### src/rtl/mem_arbiter.sv
// rtl/mem_arbiter.sv - two-port (fetch/data) round-robin arbiter onto one shared memory bus
// Each port holds one buffered request; one bus transaction is outstanding at a time.
module mem_arbiter #(
    parameter int DATA_FIRST = 1
) (
    input  logic        clk,
    input  logic        rstn,

    input  logic        f_request_enable,
    input  logic        f_mode,
    input  logic [31:0] f_addr,
    input  logic [31:0] f_wdata,
    input  logic [3:0]  f_wstrb,
    output logic        f_response_enable,
    output logic [31:0] f_data,

    input  logic        d_request_enable,
    input  logic        d_mode,
    input  logic [31:0] d_addr,
    input  logic [31:0] d_wdata,
    input  logic [3:0]  d_wstrb,
    output logic        d_response_enable,
    output logic [31:0] d_data,

    output logic        m_request_enable,
    output logic        m_mode,
    output logic [31:0] m_addr,
    output logic [31:0] m_wdata,
    output logic [3:0]  m_wstrb,
    input  logic        m_response_enable,
    input  logic [31:0] m_data
);

    typedef enum logic {
        IDLE = 1'b0,
        BUSY = 1'b1
    } state_t;

    state_t state, next_state;

    logic        f_pend, d_pend;
    logic        f_mode_q, d_mode_q;
    logic [31:0] f_addr_q, d_addr_q;
    logic [31:0] f_wdata_q, d_wdata_q;
    logic [3:0]  f_wstrb_q, d_wstrb_q;

    // owner_d doubles as round-robin history: it names the last port granted.
    logic owner_d;
    logic granted_any;
    logic grant_d;
    logic resp_fire;

    assign resp_fire = (state == BUSY) && m_response_enable;

    always_ff @(posedge clk or negedge rstn) begin
        if (!rstn) begin
            state <= IDLE;
        end else begin
            state <= next_state;
        end
    end

    always_comb begin
        next_state       = state;
        m_request_enable = 1'b0;
        grant_d          = owner_d;
        case (state)
            IDLE: begin
                if (f_pend || d_pend) begin
                    m_request_enable = 1'b1;
                    next_state       = BUSY;
                    if (f_pend && d_pend) begin
                        grant_d = granted_any ? ~owner_d : (DATA_FIRST != 0);
                    end else begin
                        grant_d = d_pend;
                    end
                end
            end
            BUSY: begin
                if (m_response_enable) begin
                    next_state = IDLE;
                end
            end
            default: next_state = IDLE;
        endcase
    end

    // Buffers are frozen while pending, so the bus fields stay stable for the whole transaction.
    assign m_mode  = grant_d ? d_mode_q  : f_mode_q;
    assign m_addr  = grant_d ? d_addr_q  : f_addr_q;
    assign m_wdata = grant_d ? d_wdata_q : f_wdata_q;
    assign m_wstrb = grant_d ? d_wstrb_q : f_wstrb_q;

    always_ff @(posedge clk or negedge rstn) begin
        if (!rstn) begin
            owner_d     <= 1'b0;
            granted_any <= 1'b0;
        end else if (m_request_enable) begin
            owner_d     <= grant_d;
            granted_any <= 1'b1;
        end
    end

    always_ff @(posedge clk or negedge rstn) begin
        if (!rstn) begin
            f_pend    <= 1'b0;
            f_mode_q  <= 1'b0;
            f_addr_q  <= 32'h0;
            f_wdata_q <= 32'h0;
            f_wstrb_q <= 4'h0;
        end else if (f_request_enable && !f_pend) begin
            f_pend    <= 1'b1;
            f_mode_q  <= f_mode;
            f_addr_q  <= f_addr;
            f_wdata_q <= f_wdata;
            f_wstrb_q <= f_wstrb;
        end else if (resp_fire && !owner_d) begin
            f_pend <= 1'b0;
        end
    end

    always_ff @(posedge clk or negedge rstn) begin
        if (!rstn) begin
            d_pend    <= 1'b0;
            d_mode_q  <= 1'b0;
            d_addr_q  <= 32'h0;
            d_wdata_q <= 32'h0;
            d_wstrb_q <= 4'h0;
        end else if (d_request_enable && !d_pend) begin
            d_pend    <= 1'b1;
            d_mode_q  <= d_mode;
            d_addr_q  <= d_addr;
            d_wdata_q <= d_wdata;
            d_wstrb_q <= d_wstrb;
        end else if (resp_fire && owner_d) begin
            d_pend <= 1'b0;
        end
    end

    always_ff @(posedge clk or negedge rstn) begin
        if (!rstn) begin
            f_response_enable <= 1'b0;
            d_response_enable <= 1'b0;
            f_data            <= 32'h0;
            d_data            <= 32'h0;
        end else begin
            f_response_enable <= resp_fire && !owner_d;
            d_response_enable <= resp_fire && owner_d;
            if (resp_fire && !owner_d) begin
                f_data <= m_data;
            end
            if (resp_fire && owner_d) begin
                d_data <= m_data;
            end
        end
    end

endmodule
### config.mk
export PLATFORM = sky130hd
export DESIGN_NAME = mem_arbiter
export DESIGN_NICKNAME = d
export VERILOG_FILES = /design/src/rtl/mem_arbiter.sv
export SDC_FILE = /design/constraint.sdc
export NUM_CORES = 1
export LEC_CHECK = 0
export ABC_AREA = 1
export BUFFER_PORTS_ARGS = -buffer_cell sky130_fd_sc_hd__buf_2
export CORE_MARGIN = 5
export CORE_UTILIZATION = 45
export CTS_CLUSTER_DIAMETER = 80
export DETAILED_ROUTE_END_ITERATION = 12
export GPL_TIMING_DRIVEN = 0
export HOLD_SLACK_MARGIN = 0.12
export PLACE_DENSITY = 0.86
export SLEW_MARGIN = 20
export SYNTH_ARGS = -nofsm -noshare
export SYNTH_HDL_FRONTEND = slang
export SYNTH_SLANG_ARGS = --single-unit
### constraint.sdc
create_clock -name clk -period 1.1 [get_ports clk]
set_input_delay 0.055 -clock clk [delete_from_list [all_inputs] [get_ports clk]]
set_output_delay 0.055 -clock clk [all_outputs]
set_load 0.03 [all_outputs]
# Yosys cells after proc, flatten, opt, wreduce, memory -nomap -nowiden
# Index checks and enable logic that the tools add are counted.
# W data, S select, Z words.
[word_totals]
regBits = 209
inputBits = 175
out_inout_bits = 136
word_cells = 47
[classes]
muxes = 16
bitwise = 2
n_reduce_logical = 12
[ops]
columns = ["operator", "n"]
rows = [
  ["$mux W32", 2],
  ["$mux W1", 12],
  ["$logic_and A1 B1 Y1", 6],
  ["$mux W4", 1],
  ["$reduce_bool A2 Y1", 2],
  ["$logic_not A1 Y1", 3],
  ["$not A1 Y1", 2],
  ["$pmux W1 S2", 1],
  ["$logic_or A1 B1 Y1", 1],
]

# Logic depth before layout (Yosys ltp)
# Gate-level depths: netlist of run 1.
[depth]
word_depth = 6
ltp_mapped = 7
mapped_depth_nobuf = 6

# Worst setup path before layout of run 1
# OpenSTA, ideal clock, no wires.
[synth_path]
path_type = "reg2out"
startpoint = "register state"
endpoint = "output port m_wdata[23]"
arrival_time_ps = 1236
t_required_ps = 1045
setup_slack_ps = -191
stages_incl_launch_ff = 8
path_buffers = 2
cell_sequence = "dfrtp_1 > inv_2 > nand2_1 > nand2_2 > buf_2 > buf_6 > nand3_1 > nand2_1"
[synth_via]
elab_chain_cells = 2
[synth_rtl]
columns = ["item", "line_no", "text"]
rows = [
  ["start, declared", "39", "state_t state, next_state;"],
  ["start signal, assigned", "59", "state <= next_state;"],
  ["$mux W1", "67", "case (state)"],
  ["$mux W32", "91", "assign m_wdata = grant_d ? d_wdata_q : f_wdata_q;"],
  ["end, declared", "28", "output logic [31:0] m_wdata,"],
]
# No other way between the ends.

# Final worst setup path of run 1
[layout_path]
startpoint = "register state"
endpoint = "output port m_wdata[5]"
# Same word-level chain as after synthesis.

==> results of run 1 <==
worst paths after layout:
kind | end | cells after the start
max in group asynchronous | f_wdata_q[29]$_DFFE_PN0P_ | 3
min in group clk | f_wdata_q[25]$_DFFE_PN0P_ | 5
max | m_wdata[5] | 7
min | d_wdata_q[4]$_DFFE_PN0P_ | 2
max reg2reg | d_wdata_q[8]$_DFFE_PN0P_ | 8
min reg2reg | granted_any$_DFFE_PN0P_ | 1
sequential cells by signal, summed over array words and instances (netlist names), 4 cells and up:
register and cells:
d_addr_q 32, d_wstrb_q 4, f_wdata_q 32, d_wdata_q 32, f_addr_q 32, d_data 32
f_wstrb_q 4, f_data 32
cell families after synthesis:
group	Yosys count
compound gates	68
flops	209
buf+inv	118
simple gates	695
per-layer routing:
metal	up-vias	global-route usage, %	part of all wire, %
met1	5437	42.9	32
li1	4646	-	-
met3	427	13.3	11
met4	8	27.5	9.8
met5	-	0	0.18
met2	1087	65.4	47
worst max-delay path: stages, from the launching register on:
cell and delay, ns:
dfrtp_1 0.41, inv_4 0.11, nand2_4 0.11, nand2_8 0.15
clkbuf_8 0.24, nand3_4 0.19, nand2_4 0.12, buf_6 0.13
metrics by stage:
stage | worst slack [ns] | setup TNS, ns
after floorplan | -0.0946 | -2.71
after global placement | -3.51 | -823.17
after detailed placement | -0.663 | -96.51
after CTS | -0.863 | -88.90
after global routing | -0.979 | -119.44
final | -0.945 | -106.64
report_power, final:
group / switching [mW] / total, mW / internal [mW]
Combinational: 22.2 / 36.2 / 14.0
Clock: 3.37 / 8.08 / 4.71
Sequential: 3.37 / 14.7 / 11.3
final cells by class:
cell class                      instances  area [um^2]  area share (%)
Timing Repair Buffer                  539         4520            27.2
Clock inverter                          7         87.6           0.528
Sequential cell                       209         5230            31.6
Antenna cell                           10         25.0           0.151
Clock buffer                           33          673            4.06
Inverter                               39          154           0.928
Tap cell                              265          332            2.00
Buffer                                 79          917            5.53
Multi-Input combinational cell        767         4640            28.0
Yosys cell counts, drive strengths merged:
cell    number  area (um^2)
clkbuf      29          113
inv         39          146
nand3      210         1060
nand2      484         1820
buf         50          263
dfrtp      209         5230
o21ai       68          340
or2          1         6.26
cell usage in the layout (no fill, tap or decap), types with 2 or more instances in the layout:
cell             n
dfrtp_2          3
dlygate4sd3_1  172
nand2_2        183
buf_2          244
buf_8           25
clkbuf_16       31
nand3_2         45
nand2_4         64
clkbuf_2         2
clkbuf_8        20
dfrtp_1        206
o21ai_0          4
inv_2            2
buf_4           76
diode_2         10
buf_1            3
buf_16          15
buf_6           34
nand2_1        233
buf_12          14
clkinv_2         4
inv_1           34
bufinv_16        2
inv_4            3
nand2_8          8
clkbuf_1        11
clkbuf_4         4
nand3_1        157
o21ai_2          5
o21ai_1         59
nand3_4          8
timing repair:
item / 4_1_cts / 5_1_grt
pin swaps: 27 / 14
resized for setup: 429 / 108
setup buffers: 27 / 7
cloned: 26 / 1
endpoints found under the setup margin: 340 / 345
hold endpoints to repair: 414 / 16
==> flow_summary.json, run 1 <==
{
  "h-tree-depth": 1,
  "post-route-util_pct": 84.9,
  "syn_to_final_growth_pct": 84.7,
  "die_area_um2": 22900,
  "fin_area_um2": 16600,
  "nets": 1833,
  "io_pins": 311,
  "synthMuxAreaShare_pct": 0,
  "synth_top_family_by_area": "simple AND/OR/NAND/NOR gates",
  "drtAntennaViolNets": 0,
  "critPathMaxFanout": 10,
  "die_y_um": 151,
  "r2r_slack_ns": -0.43,
  "synth-compound-area-share_pct": 3.79,
  "ys_ff_latch": 209,
  "p_per_area_nw_per_um2": 3550,
  "path_class": "reg2out",
  "min_period_over_period_pct": 186,
  "port_buffers": 308,
  "clock.fmax_ghz": 0.489,
  "vias": 11600,
  "cp.required_ns": 1.04,
  "synth-simple-area-share_pct": 32.1,
  "maxCapViolCount": 0,
  "clock_skew_ns": 0.0198,
  "via_per_inst": 5.96,
  "drtPass1Iterations": 7,
  "cts_hold_buf": 172,
  "tightest_slew_ns": 0.666,
  "synth_seq_area_share_pct": 58.3,
  "drv_slew": 0,
  "initial_utilization_pct": 46.0,
  "ctsLongestPathBuffers": 3,
  "num_rows": 51,
  "grt_pass1_vias": 12300,
  "routed_wirelength_mm": 48.9,
  "place_inst": 1665,
  "die_x_um": 151,
  "rsz0062_at_grt": "true",
  "hold_path_class": "in2async",
  "instances_no_fill": 1948,
  "postSynthCellCount": 1090,
  "grt_max_degree": 94,
  "violations": "setup timing",
  "grt_util_all_layers_pct": 39.6,
  "clk_pin_slew_ns": 0.07,
  "synth_cell_type_count": 16,
  "coreArea_um2": 19500,
  "worstPathArrival_ns": 1.99,
  "netlist_area_um2": 8980,
  "wl_per_cell_um": 25.1,
  "worstReg2RegStart": "d_pend$_DFFE_PN0P_",
  "status": "finished with violations",
  "yosysWarningCount": 0,
  "setup_viol": 343,
  "drc_errors": 0,
  "fillers": 882,
  "grt_pass1_wl_mm": 69.2,
  "clockRootBuffer": "clkbuf_16",
  "drt_iter0_drc": 1216,
  "synth_fp_nets": 1265,
  "whs_ns": 0.0447,
  "synth_xor_area_share_pct": 0,
  "cp-end-kind": "primary output",
  "syn_avg_cell_area_um2": 8.23,
  "place.gp.congestion": 0.887,
  "cp-start-kind": "flip-flop",
  "ir_worst_vdd_v": 0.00226,
  "cts_buffers": 23,
  "hold_violations": 0,
  "grt_antenna_before_repair": 12,
  "fin_crit_ns": 2.05,
  "cts_sinks": 209,
  "grt-ovfl-total": 0,
  "cts_tree": "built",
  "startpoint": "state$_DFF_PN0_",
  "insertion_delay_ns": 0.53,
  "drive_above_1_share_pct": 47.5,
  "relSlewSlack_pct": 55.6,
  "layout_setup_ws_ns": -0.945,
  "place_area_um2": 11400,
  "power_mw": 58.9,
  "synth_fa_ha_area_share_pct": 0,
  "dp_hpwl_mm": 21.5,
  "leakagePower_nw": 8.47
}
No activity file was read; power rests on OpenSTA's default activity.
==> inputs of run 2 (changes only) <==
GPL_TIMING_DRIVEN = unset   (was 0)
==> run 2 against run 1 <==
The run still ends with setup timing left. Sequential power down 3%. Maximum frequency is 4.0% lower. Clock skew is 0.0016 ns higher. Global-route usage down 6.7 points. Sequential cell count did not move. Total power fell by 4.4%. Largest power group unchanged.
==> flow_summary.json, run 2 (synthesis gave the netlist of run 1 again) <==
{
  "wl_per_cell_um": 25.2,
  "max_stage_delay_ns": 0.39,
  "routed_wirelength_mm": 47.5,
  "p_seq_share_pct": 25.4,
  "critPathMaxFanout": 14,
  "ir_worst_vdd_v": 0.00213,
  "most-common-layout-cells": "nand2_1, buf_2, dfrtp_1",
  "drt_iter0_drc": 1165,
  "cp_common_cell": "nand2_4",
  "drc_errors": 0,
  "fin_area_um2": 15700,
  "comb_power_share_pct": 61.6,
  "maxCapViolCount": 0,
  "dp_hpwl_mm": 20.0,
  "clk_pin_slew_ns": 0.06,
  "regArea_um2": 5230,
  "clock_skew_ns": 0.0214,
  "syn_to_final_growth_pct": 74.8,
  "hold_violations": 0,
  "relSlewSlack_pct": 58.5,
  "fin_tns_setup_ns": -86.91,
  "p_per_area_nw_per_um2": 3590,
  "setup_viol": 346,
  "cp-start-kind": "flip-flop",
  "leakagePower_nw": 8.17,
  "initial_utilization_pct": 46.0,
  "fillers": 1011,
  "cts_buffers": 23,
  "tightest_slew_ns": 0.621,
  "place.gp.congestion": 0.854,
  "layout_setup_ws_ns": -1.03,
  "violations": "setup timing",
  "critical_path.cell_chain": "inv_2 > nand2_4 > nand2_8 > clkbuf_16 > nand3_2 > nand2_4 > buf_4",
  "coreArea_um2": 19500,
  "die_area_um2": 22900,
  "fin_crit_ns": 2.13,
  "slowest_stage": "dfrtp_1",
  "intPower_mw": 28.3,
  "via_per_inst": 5.98,
  "drv_slew": 0,
  "clockRootBuffer": "clkbuf_16",
  "num_rows": 51,
  "p_sw_mw": 28.0,
  "status": "finished with violations",
  "path_buf_inv": 3,
  "path_class": "reg2out",
  "drtAntennaViolNets": 0,
  "drtPass1Iterations": 8,
  "ctsLongestPathBuffers": 3,
  "hold_path_class": "in2async",
  "cpLargestDelayFamily": "simple AND/OR/NAND/NOR gates",
  "r2r_slack_ns": -0.31,
  "drive_above_1_share_pct": 37.5,
  "place_area_um2": 11600,
  "multiInputGateArea_um2": 4350,
  "grt_util_all_layers_pct": 32.9,
  "rsz0062_at_grt": "true",
  "grt_antenna_before_repair": 11,
  "vias": 11300,
  "cts_sinks": 209,
  "switching_share_pct": 49.8,
  "io_pins": 311,
  "mostFrequentLayoutCell": "nand2_1",
  "min_period_over_period_pct": 194,
  "grt_pass1_vias": 11100,
  "cp.required_ns": 1.04,
  "h-tree-depth": 1,
  "port_buffers": 310,
  "worstPathArrival_ns": 2.08,
  "clock.fmax_ghz": 0.469,
  "grt-ovfl-total": 0,
  "cp-end-kind": "primary output",
  "grt_max_degree": 70,
  "cts_tree": "built",
  "insertion_delay_ns": 0.50,
  "die_x_um": 151,
  "p_clk_share_pct": 13.0,
  "die_y_um": 151,
  "grt_pass1_wl_mm": 58.5,
  "nets": 1771
}
## run 2: cell count changes in the layout (fill, tap and decap cells not counted), moves of 6 or more
| cell | previous run | this run |
|---|---|---|
| nand2_2 | 183 | 52 |
| nand2_1 | 233 | 363 |
| buf_4 | 76 | 51 |
| nand3_2 | 45 | 22 |
| buf_8 | 25 | 7 |
| clkbuf_8 | 20 | 6 |
| nand3_4 | 8 | 21 |
| nand3_1 | 157 | 168 |
| o21ai_2 | 5 | 15 |
| buf_16 | 15 | 6 |
| o21ai_1 | 59 | 50 |
| buf_12 | 14 | 22 |
| clkbuf_16 | 31 | 37 |
## run 2: stage by stage
stage / setup WS [ns] / total power, mW / cells / util, % / hold WS (ns)
detailed placement: -0.342 / 37.7 / 1633 / 59.2 / -0.0677
floorplan: -0.0946 / 30.1 / 1090 / - / -0.241
CTS: -0.814 / 48.3 / 1858 / 74.1 / 0.186
global placement: -0.313 / 37.0 / 1633 / 59.2 / -0.0697
global route: -1.09 / 58.3 / 1884 / 80.3 / 0.203
finish: -1.03 / 56.3 / 1887 / 80.4 / 0.185
## run 2: repair_timing
action | in CTS | in global routing
cloned | 4 | 19
resized for setup | 103 | 205
setup buffers | 5 | 5
endpoints found under the setup margin | 339 | 355
pin swaps | 2 | 13
hold endpoints to repair | 415 | 0
hold buffers | 175 | 0
## run 2: path summary, 6_finish.rpt
check,end,cells past startpoint,startpoint
max,m_wdata[6],7,state$_DFF_PN0_
min,f_wdata_q[18]$_DFFE_PN0P_,3,rstn
max reg2reg,d_addr_q[23]$_DFFE_PN0P_,7,d_pend$_DFFE_PN0P_
min reg2reg,f_addr_q[8]$_DFFE_PN0P_,2,f_addr_q[8]$_DFFE_PN0P_
max in group asynchronous,f_addr_q[1]$_DFFE_PN0P_,3,rstn
min in group clk,d_wdata_q[9]$_DFFE_PN0P_,4,d_wdata[9]
## run 2: worst register-to-register path: stages (launching register included)
cell and delay [ns]:
dfrtp_1 0.41, buf_4 0.18, clkinv_8 0.08, nand2_8 0.08, buf_12 0.17, buf_12 0.16
nand2_1 0.09, nand2_1 0.10
## run 2: area by class of cell
class / instances / area share, %
multi-input cells: 764 / 27.8
clock buffers: 37 / 4.32
inverters: 39 / 1.11
repair buffers: 559 / 31.1
clock inverters: 4 / 0.128
diodes: 10 / 0.159
flip-flops and latches: 209 / 33.3
well taps: 265 / 2.11
## run 2: metal layers
metal	global-route usage, %	wire length, um	up-vias
li1	-	-	4510
met1	35.4	14300	5222
met2	56.1	22600	1103
met3	9.49	5920	436
met4	22.0	4570	8
met5	0	122	-
## run 2: power groups by stage
stage | registers [mW] | logic, mW | clock network [mW]
4_1_cts | 13.3 | 27.7 | 7.25
3_3_place_gp | 13.2 | 23.9 | 0
2_1_floorplan | 15.1 | 15.0 | 0
5_1_grt | 14.6 | 36.1 | 7.69
6_report | 14.3 | 34.7 | 7.34
3_5_place_dp | 13.3 | 24.4 | 0
